**src/rtl/tmon_pkg.sv**
```systemverilog
// Shared types and constants for the traffic-light monitor (tlight_mon).
// Lamp decode, fault codes and the sequencing rules both ways obey.
package tmon_pkg;

  typedef enum logic [1:0] {
    RED     = 2'd0,
    GREEN   = 2'd1,
    YELLOW  = 2'd2,
    INVALID = 2'd3
  } lamp_t;

  typedef enum logic [2:0] {
    F_NONE     = 3'd0,
    F_LAMP     = 3'd1,
    F_CONFLICT = 3'd2,
    F_SEQ      = 3'd3,
    F_HEX      = 3'd4,
    F_TIMEOUT  = 3'd5
  } fault_t;

  localparam logic [3:0] GREEN_HEX   = 4'd9;
  localparam logic [3:0] YEL_START   = 4'd3;
  localparam logic [2:0] YEL_MAX_SEC = 3'd4;

  // Exactly one lamp lit gives a colour; anything else is INVALID.
  function automatic lamp_t decode_lamp(input logic r, input logic g, input logic y);
    lamp_t l;
    case ({r, g, y})
      3'b100:  l = RED;
      3'b010:  l = GREEN;
      3'b001:  l = YELLOW;
      default: l = INVALID;
    endcase
    return l;
  endfunction

  function automatic logic legal_step(input lamp_t prev, input lamp_t cur);
    return (prev == cur) ||
           (prev == GREEN  && cur == YELLOW) ||
           (prev == YELLOW && cur == RED)    ||
           (prev == RED    && cur == GREEN);
  endfunction

endpackage

```
**src/rtl/tmon_way.sv**
```systemverilog
// Per-way lamp decode, history and SEQ/HEX/TIMEOUT detection (combinational flags).
// HEX and TIMEOUT logic exists only when TMON_HEX_CHK_EN is defined.
module tmon_way
  import tmon_pkg::*;
(
  input  logic       clk,
  input  logic       rst,
  input  logic       i_armed,
  input  logic       i_sec,
  input  logic       i_r,
  input  logic       i_g,
  input  logic       i_y,
  input  logic [3:0] i_hex,
  output lamp_t      o_lamp,
  output logic       o_lamp_err,
  output logic       o_seq_err,
  output logic       o_hex_err,
  output logic       o_tmo_err,
  output logic       o_red_to_green
);

  lamp_t w_lamp;
  lamp_t r_prev_lamp;

  assign w_lamp = decode_lamp(i_r, i_g, i_y);
  assign o_lamp = w_lamp;

  // NOTE: sequential state uses non-blocking assignments so every register samples pre-edge values.
  always_ff @(posedge clk or posedge rst) begin
    if (rst) r_prev_lamp <= RED;
    else     r_prev_lamp <= w_lamp;
  end

  assign o_lamp_err     = (w_lamp == INVALID);
  assign o_seq_err      = i_armed && !legal_step(r_prev_lamp, w_lamp);
  assign o_red_to_green = i_armed && (r_prev_lamp == RED) && (w_lamp == GREEN);

`ifdef TMON_HEX_CHK_EN
  logic [3:0] r_prev_hex;
  logic       r_prev_sec;
  logic [2:0] r_ysec;
  logic [3:0] w_hex_exp;

  // Tick counter saturates one past the limit so TIMEOUT fires once per interval.
  always_ff @(posedge clk or posedge rst) begin
    if (rst) begin
      r_prev_hex <= 4'd0;
      r_prev_sec <= 1'b0;
      r_ysec     <= 3'd0;
    end else begin
      r_prev_hex <= i_hex;
      r_prev_sec <= i_sec;
      if (w_lamp != YELLOW)                    r_ysec <= 3'd0;
      else if (i_sec && r_ysec <= YEL_MAX_SEC) r_ysec <= r_ysec + 3'd1;
    end
  end

  assign w_hex_exp = r_prev_sec ? (r_prev_hex - 4'd1) : r_prev_hex;

  // NOTE: every always_comb output gets a default first, so no path can infer a latch.
  always_comb begin
    o_hex_err = 1'b0;
    if (w_lamp == GREEN && i_hex != GREEN_HEX) o_hex_err = 1'b1;
    if (i_armed) begin
      if (w_lamp == YELLOW && r_prev_lamp != YELLOW && i_hex != YEL_START) o_hex_err = 1'b1;
      if (w_lamp == YELLOW && r_prev_lamp == YELLOW && i_hex != w_hex_exp) o_hex_err = 1'b1;
      if (w_lamp == RED && r_prev_lamp == YELLOW && r_prev_hex != 4'd0)    o_hex_err = 1'b1;
    end
  end

  assign o_tmo_err = (w_lamp == YELLOW) && i_sec && (r_ysec == YEL_MAX_SEC);
`else
  logic w_unused_hex;
  assign w_unused_hex = ^{i_sec, i_hex};
  assign o_hex_err    = 1'b0;
  assign o_tmo_err    = 1'b0;
`endif

endmodule

```
**src/rtl/tlight_mon.sv**
```systemverilog
// Traffic-light monitor top: two way checkers, CONFLICT, fault priority/latching, counters.
// Optional HEX/TIMEOUT checks are enabled by defining TMON_HEX_CHK_EN.
module tlight_mon
  import tmon_pkg::*;
(
  input  logic       clk,
  input  logic       rst,
  input  logic       sec,
  input  logic       rled0,
  input  logic       gled0,
  input  logic       yled0,
  input  logic [3:0] hex0n,
  input  logic       rled1,
  input  logic       gled1,
  input  logic       yled1,
  input  logic [3:0] hex1n,
  input  logic       fault_clr,
  output logic       fault,
  output logic [2:0] fault_code,
  output logic       fault_way,
  output logic [3:0] fault_cnt,
  output logic [7:0] cycle_cnt
);

  logic   r_armed;
  logic   r_fault;
  fault_t r_code;
  logic   r_way;
  logic [3:0] r_fault_cnt;
  logic [7:0] r_cycle_cnt;

  lamp_t  w_lamp0, w_lamp1;
  logic   w_lamp_err0, w_lamp_err1, w_seq_err0, w_seq_err1;
  logic   w_hex_err0, w_hex_err1, w_tmo_err0, w_tmo_err1;
  logic   w_r2g0, w_unused_r2g1;
  logic   w_conflict;
  fault_t w_code;
  logic   w_way;
  logic   w_any;

  tmon_way u_way0 (
    .clk(clk), .rst(rst), .i_armed(r_armed), .i_sec(sec),
    .i_r(rled0), .i_g(gled0), .i_y(yled0), .i_hex(hex0n),
    .o_lamp(w_lamp0), .o_lamp_err(w_lamp_err0), .o_seq_err(w_seq_err0),
    .o_hex_err(w_hex_err0), .o_tmo_err(w_tmo_err0), .o_red_to_green(w_r2g0)
  );

  tmon_way u_way1 (
    .clk(clk), .rst(rst), .i_armed(r_armed), .i_sec(sec),
    .i_r(rled1), .i_g(gled1), .i_y(yled1), .i_hex(hex1n),
    .o_lamp(w_lamp1), .o_lamp_err(w_lamp_err1), .o_seq_err(w_seq_err1),
    .o_hex_err(w_hex_err1), .o_tmo_err(w_tmo_err1), .o_red_to_green(w_unused_r2g1)
  );

  // An INVALID way is already a LAMP fault; CONFLICT only judges clean decodes.
  assign w_conflict = (w_lamp0 != RED) && (w_lamp1 != RED) &&
                      (w_lamp0 != INVALID) && (w_lamp1 != INVALID);

  always_comb begin
    w_code = F_NONE;
    w_way  = 1'b0;
    if      (w_lamp_err0) begin w_code = F_LAMP;     w_way = 1'b0; end
    else if (w_lamp_err1) begin w_code = F_LAMP;     w_way = 1'b1; end
    else if (w_conflict)  begin w_code = F_CONFLICT; w_way = 1'b0; end
    else if (w_seq_err0)  begin w_code = F_SEQ;      w_way = 1'b0; end
    else if (w_seq_err1)  begin w_code = F_SEQ;      w_way = 1'b1; end
    else if (w_hex_err0)  begin w_code = F_HEX;      w_way = 1'b0; end
    else if (w_hex_err1)  begin w_code = F_HEX;      w_way = 1'b1; end
    else if (w_tmo_err0)  begin w_code = F_TIMEOUT;  w_way = 1'b0; end
    else if (w_tmo_err1)  begin w_code = F_TIMEOUT;  w_way = 1'b1; end
  end

  assign w_any = (w_code != F_NONE);

  always_ff @(posedge clk or posedge rst) begin
    if (rst) begin
      r_armed     <= 1'b0;
      r_fault     <= 1'b0;
      r_code      <= F_NONE;
      r_way       <= 1'b0;
      r_fault_cnt <= 4'd0;
      r_cycle_cnt <= 8'd0;
    end else begin
      r_armed <= 1'b1;
      // A clear still captures a fault detected in the same cycle.
      if (fault_clr) begin
        r_fault <= w_any;
        r_code  <= w_code;
        r_way   <= w_way;
      end else if (!r_fault && w_any) begin
        r_fault <= 1'b1;
        r_code  <= w_code;
        r_way   <= w_way;
      end
      if (w_any && r_fault_cnt != 4'hF) r_fault_cnt <= r_fault_cnt + 4'd1;
      if (w_r2g0)                       r_cycle_cnt <= r_cycle_cnt + 8'd1;
    end
  end

  assign fault      = r_fault;
  assign fault_code = r_code;
  assign fault_way  = r_way;
  assign fault_cnt  = r_fault_cnt;
  assign cycle_cnt  = r_cycle_cnt;

endmodule

```
**config.mk**
```make
export PLATFORM = sky130hd
export DESIGN_NAME = tlight_mon
export DESIGN_NICKNAME = d
export VERILOG_FILES = /design/src/rtl/tmon_pkg.sv /design/src/rtl/tmon_way.sv /design/src/rtl/tlight_mon.sv
export SDC_FILE = /design/constraint.sdc
export NUM_CORES = 1
export LEC_CHECK = 0
export ABC_AREA = 1
export CAP_MARGIN = 20
export CORE_ASPECT_RATIO = 1.25
export CORE_MARGIN = 8
export CORE_UTILIZATION = 51
export CTS_CLUSTER_DIAMETER = 200
export CTS_CLUSTER_SIZE = 30
export DETAILED_ROUTE_END_ITERATION = 7
export PLACE_DENSITY = 0.84
export SETUP_SLACK_MARGIN = 0.05
export SLEW_MARGIN = 10
export SYNTH_ARGS = -nofsm -noshare
export SYNTH_HDL_FRONTEND = slang
export SYNTH_SLANG_ARGS = --single-unit
```
**constraint.sdc**
```tcl
create_clock -name clk -period 3.7 [get_ports clk]
set_input_delay 0.37 -clock clk [delete_from_list [all_inputs] [get_ports clk]]
set_output_delay 0.37 -clock clk [all_outputs]
set_load 0.05 [all_outputs]
```
==> flow_summary.json, run 1 <==
{
  "cts_made_buffers": 3,
  "grt_pass1_vias": 1070,
  "power.density_mw_per_mm2": 466,
  "cts_tree": "yes",
  "synth.most_common_cell": "nand2_1",
  "reg2reg_depth": 8,
  "synth_area_mm2": 0.00125,
  "synthTopCellsByCount": "46 x nand2_1, 22 x inv_1, 21 x dfrtp_1, 20 x nand3_1",
  "setup_tns_ns": 0,
  "path_clk_slew_ns": 0.12,
  "fin_crit_ns": 1.97,
  "finalHoldViolCount": 0,
  "rsz0062_at_grt": "no",
  "cts.sinks": 21,
  "critPathLaunchType": "register",
  "async_reset_ff_frac": 1.00,
  "endpoint_kind": "primary output",
  "avgSynthCellArea_um2": 7.94,
  "cp.arrival_ns": 1.60,
  "worstPathCellList": "clkdlybuf4s50_1",
  "clk_latency_ns": 0.32,
  "io_buffers": 24,
  "cp.required_ns": 3.33,
  "track_usage": 0.129,
  "irDropWorstVdd_v": 0.000459,
  "multi_input_area_um2": 612,
  "cts.path.max_buffers": 2,
  "grt_max_degree": 22,
  "synth_edf_count": 0,
  "synth_top_cell_area_share": 0.422,
  "ys.flop_type": "dfrtp_1",
  "dp_hpwl_mm": 2.03,
  "route.detailed.drc": 0,
  "synth_area_leader_cell": "dfrtp_1",
  "nFillCells": 214,
  "antenna_found_initial": 0,
  "firstDrtPassIters": 3,
  "gp_congestion": 0.770,
  "fmax_ghz": 0.507,
  "vias_per_cell": 4.79,
  "slowest_delay_ns": 0.84,
  "yosys-top-cells-area": "dfrtp_1 42%, nand2_1 14%, nand3_1 8.0%",
  "drv_cap": 0,
  "fin_skew_ns": 0.00716,
  "postRouteWirelength_mm": 2.54,
  "min_path_type": "in -> async",
  "ctsResizeCount": 0,
  "grt_pass1_wl_mm": 4.35,
  "critPathSlowestCell": "clkdlybuf4s50_1",
  "tightest_slew_ns": 0.764,
  "critical_path_peak_fanout": 5,
  "rows": 20,
  "root_buffer": "clkbuf_4",
  "r2r-end": "cycle_cnt[6]",
  "ys_seq_area_frac": 0.422,
  "routedWlPerCell_um": 11.7,
  "yosysUniqueCellTypes": 23,
  "grt.overflow.total": 0,
  "die_h_um": 71.3,
  "n_antenna_cell": 0,
  "die_w_um": 60.2,
  "synth_nets": 177,
  "die_area_mm2": 0.00429,
  "fp.coreArea_mm2": 0.00238,
  "postCtsSetupBuffers": 0,
  "maxSlewViolCount": 0,
  "area.sequential_um2": 526,
  "drt_iter0_drc": 12,
  "critical_path_class": "reg -> out",
  "hold_ws_ns": 0.467,
  "vias": 1039,
  "ys_warn_count": 0,
  "drtAntennaViolNets": 0,
  "ys_ff_latch": 21,
  "status": "finished clean",
  "critPathTopFamily": "buffers and inverters",
  "worst-r2r-setup-slack_ns": 2.20,
  "h-tree-depth": 1,
  "boundaryPins": 35,
  "setup_viol": 0,
  "syn_inst": 157,
  "maxSlewHeadroom": 0.490,
  "min_period_over_period": 0.533,
  "cp_num_buf_inv": 1,
  "r2r_start": "u_way0.r_prev_lamp[1]",
  "syn2layout_area_growth_pct": 24.4,
  "leakagePower_nw": 0.829,
  "nets": 205,
  "hold_buffers": 0,
  "drive_above_1_share": 0.152,
  "initial_utilization": 0.524
}
stage by stage:
stage	instances	setup slack [ns]	area [µm²]	util	total power [mW]
after floorplan	157	2.21	1250	-	0.514
after detailed placement	213	1.65	1520	0.639	0.613
final	217	1.73	1550	0.652	0.723
after CTS	217	1.71	1550	0.652	0.733
after global routing	217	1.66	1550	0.652	0.763
after global placement	213	1.73	1520	0.639	0.601
kinds of logic after synthesis:
family | Yosys count | synth area share
xor+xnor | 9 | 0.0633
simple gates | 93 | 0.394
flops | 21 | 0.422
compound gates | 2 | 0.00802
fa+ha+maj | 2 | 0.0201
other cells | 2 | 0.00603
buf+inv | 28 | 0.0874
area by class of cell:
cell class / instances / share of cell area
clock buffers: 3 / 0.0145
repair buffers: 24 / 0.155
well taps: 33 / 0.0266
flip-flops and latches: 21 / 0.339
clock inverters: 1 / 0.00484
inverters: 27 / 0.0654
multi-input cells: 108 / 0.395
flip-flops by register name (all words and copies together) (netlist names):
signal              cells
fault_code              2
u_way0.r_prev_lamp      2
cycle_cnt               8
r_armed                 1
fault_way               1
fault                   1
fault_cnt               4
u_way1.r_prev_lamp      2
routing by layer:
metal,track usage,routed length [µm]
met3,0.0341,121
met4,0.0691,52
met5,0,0
met1,0.130,1070
met2,0.229,1300
power breakdown:
| part | total [mW] | leakage [nW] | internal [mW] | switching [mW] |
|---|---|---|---|---|
| combinational | 0.305 | 0.563 | 0.108 | 0.197 |
| clock | 0.117 | 0.0139 | 0.0414 | 0.0760 |
| sequential | 0.300 | 0.252 | 0.263 | 0.0371 |
worst max-delay path by stage:
stage,startpoint,endpoint,slack [ns],depth (start not counted)
after floorplan,cycle_cnt[0],cycle_cnt[6],2.21,6
after global routing,fault_cnt[2],fault_cnt[2],1.66,1
final,fault_cnt[2],fault_cnt[2],1.73,1
after global placement,rled0,fault_way,1.73,13
after CTS,cycle_cnt[3],cycle_cnt[3],1.71,1
after detailed placement,rled0,fault_way,1.65,13
cell usage in the layout, fill, tap and decap left out:
| cell | n |
|---|---|
| dfrtp_1 | 21 |
| nand2_2 | 7 |
| nand4_2 | 1 |
| nand2_4 | 1 |
| nand4_4 | 1 |
| xnor2_1 | 2 |
| clkbuf_4 | 3 |
| nor3b_2 | 1 |
| nor2_2 | 2 |
| nand3_4 | 1 |
| o21ai_0 | 1 |
| ha_1 | 2 |
| inv_2 | 5 |
| clkinvlp_4 | 1 |
| nand2_1 | 46 |
| nand4_1 | 1 |
| clkdlybuf4s50_1 | 24 |
| nor2_4 | 3 |
| xor2_1 | 7 |
| nor2_1 | 7 |
| conb_1 | 2 |
| nand3_1 | 20 |
| nand3_2 | 2 |
| inv_1 | 22 |
| a21oi_1 | 1 |
Note: power is estimated with default switching activity, not from simulation.
==> run 2: changes to the inputs <==
Settings changed: CORE_UTILIZATION 51 to 42, PLACE_DENSITY 0.84 to 0.74.
Clock period 3.7 ns to 1.6 ns, I/O delays scaled along.
==> run 2 against run 1 <==
  * Via count grew 9.9%
  * Cell count grew 11%
  * Non-clock buffer count grew 20
  * Combinational power grew 140%
  * Total power grew 130%
  * Register-to-register slack lost 2.1 ns
  * Worst setup slack lost 1.6 ns
  * Flip-flop and latch count is the same
  * Global-route usage shrank 0.36 points
  * Critical path type is now reg -> reg
  * Largest power group unchanged
  * Highest routed layer unchanged
==> flow_summary.json, run 2 (synthesized netlist as in run 1, its figures left out) <==
{
  "status": "finished clean",
  "fp.coreArea_mm2": 0.00289,
  "dp_hpwl_mm": 2.30,
  "leakagePower_nw": 0.994,
  "nFillCells": 261,
  "hold_buffers": 0,
  "grt_pass1_vias": 1169,
  "drt_iter0_drc": 31,
  "critical_path_class": "reg -> reg",
  "h-tree-depth": 1,
  "finalHoldViolCount": 0,
  "vias_per_cell": 4.76,
  "boundaryPins": 35,
  "finalNonFillerCells": 240,
  "route.detailed.drc": 0,
  "syn2layout_area_growth_pct": 35.2,
  "finalInstanceArea_mm2": 0.00169,
  "rows": 22,
  "cts_tree": "yes",
  "p_int_mw": 0.961,
  "min_period_over_period": 0.939,
  "area.sequential_um2": 527,
  "postRouteWirelength_mm": 2.91,
  "fin_util": 0.583,
  "nets": 225,
  "die_h_um": 76.9,
  "sw_frac_of_total": 0.434,
  "pre_cts_ws_ns": -0.241,
  "drv_cap": 0,
  "grt_pass1_wl_mm": 5.08,
  "cp.arrival_ns": 1.75,
  "p_comb_frac": 0.428,
  "final_common_cell": "nand2_1",
  "hold_ws_ns": 0.147,
  "fin_crit_ns": 1.50,
  "initial_utilization": 0.431,
  "finalPower_mw": 1.70,
  "gp_congestion": 0.807,
  "setup_tns_ns": 0,
  "largest_reg_flops": 8,
  "die_w_um": 64.7,
  "routedWlPerCell_um": 12.1,
  "cts.sinks": 21,
  "min_path_type": "in -> async",
  "power.density_mw_per_mm2": 1010,
  "irDropWorstVdd_v": 0.00141,
  "post_dp_cell_area_mm2": 0.00160,
  "endpoint_kind": "register",
  "power_frac_seq": 0.410,
  "vias": 1142,
  "n_antenna_cell": 0,
  "antenna_found_initial": 0,
  "multi_input_area_um2": 619,
  "cts.path.max_buffers": 2,
  "p_clk_frac": 0.162,
  "p_sw_mw": 0.737,
  "clk_latency_ns": 0.33,
  "drive_above_1_share": 0.353,
  "cts_made_buffers": 3,
  "maxSlewViolCount": 0,
  "root_buffer": "clkbuf_4",
  "dp_cells": 232,
  "io_buffers": 24,
  "firstDrtPassIters": 4,
  "path_clk_slew_ns": 0.13,
  "layout_common_cells": "45 x nand2_1, 36 x buf_4, 20 x dfrtp_1, 19 x nand3_1, 17 x inv_1",
  "die_area_mm2": 0.00498,
  "fin_ws_ns": 0.0978,
  "drtAntennaViolNets": 0,
  "critical_path_peak_fanout": 5,
  "fmax_ghz": 0.666,
  "track_usage": 0.125,
  "fin_skew_ns": 0.0102,
  "grt.overflow.total": 0,
  "critPathLaunchType": "register",
  "grt_max_degree": 22,
  "cp.required_ns": 1.85,
  "setup_viol": 0,
  "rsz0062_at_grt": "yes"
}
-- run 2: cell types whose count changed in the layout (fill, tap and decap cells not counted), sizes merged --
cell,previous run,this run
buf,0,36
clkdlybuf4s50,24,3
clkinv,0,1
clkinvlp,1,0
dlymetal6s2s,0,5
-- run 2: final cells by class --
cell class	count	share of cell area
multi-input cells	108	0.367
clock inverters	1	0.00297
clock buffers	3	0.0134
inverters	27	0.0616
well taps	36	0.0267
repair buffers	44	0.215
flip-flops and latches	21	0.313
-- run 2: path summary, 6_finish.rpt --
path / from / end / slack, ns / cells after the start
min in group clk: yled1 / u_way1.r_prev_lamp[0] / 0.27 / 4
setup / recovery: u_way0.r_prev_lamp[1] / cycle_cnt[7] / 0.1 / 8
hold reg to reg: cycle_cnt[7] / cycle_cnt[7] / 0.49 / 1
setup reg to reg: u_way0.r_prev_lamp[1] / cycle_cnt[7] / 0.1 / 8
max in group asynchronous: rst / u_way0.r_prev_lamp[1] / 1.23 / 3
hold / removal: rst / fault_code[1] / 0.15 / 3
-- run 2: what timing repair did --
| item | in CTS | in global routing |
|---|---|---|
| resized for setup | 0 | 14 |
| buffers inserted | 0 | 4 |
| hold endpoints to repair | 0 | 0 |
| setup endpoints to repair | 0 | 9 |
-- run 2: power groups by stage --
stage	Combinational (mW)	Clock, mW	Sequential [mW]
after floorplan	0.268	0	0.921
after global placement	0.696	0	0.698
final	0.726	0.275	0.696
after global routing	0.802	0.303	0.707
after CTS	0.727	0.286	0.695
after detailed placement	0.728	0	0.704
-- run 2: metal layers --
layer  track usage  part of all wire  up-vias
met4        0.0569             0.017        0
met1         0.123              0.38      540
met2         0.237              0.56       22
met3        0.0276             0.035        5
li1              -                 -      575
met5             0                 0        -
-- run 2: critical path: stages, from the launching register on --
cell and delay (ns):
dfrtp_2 0.46, nor2_2 0.10, nand4_2 0.13, nor2_4 0.16
inv_4 0.06, nor2_4 0.09, nand2_2 0.07, nor3b_2 0.17
xor2_1 0.17
==> run 3: changes to the inputs <==
Settings changed: SLEW_MARGIN 10 to unset.
==> results of run 3 <==
No change in the layout: final DEF, timing and power equal those of run 2.
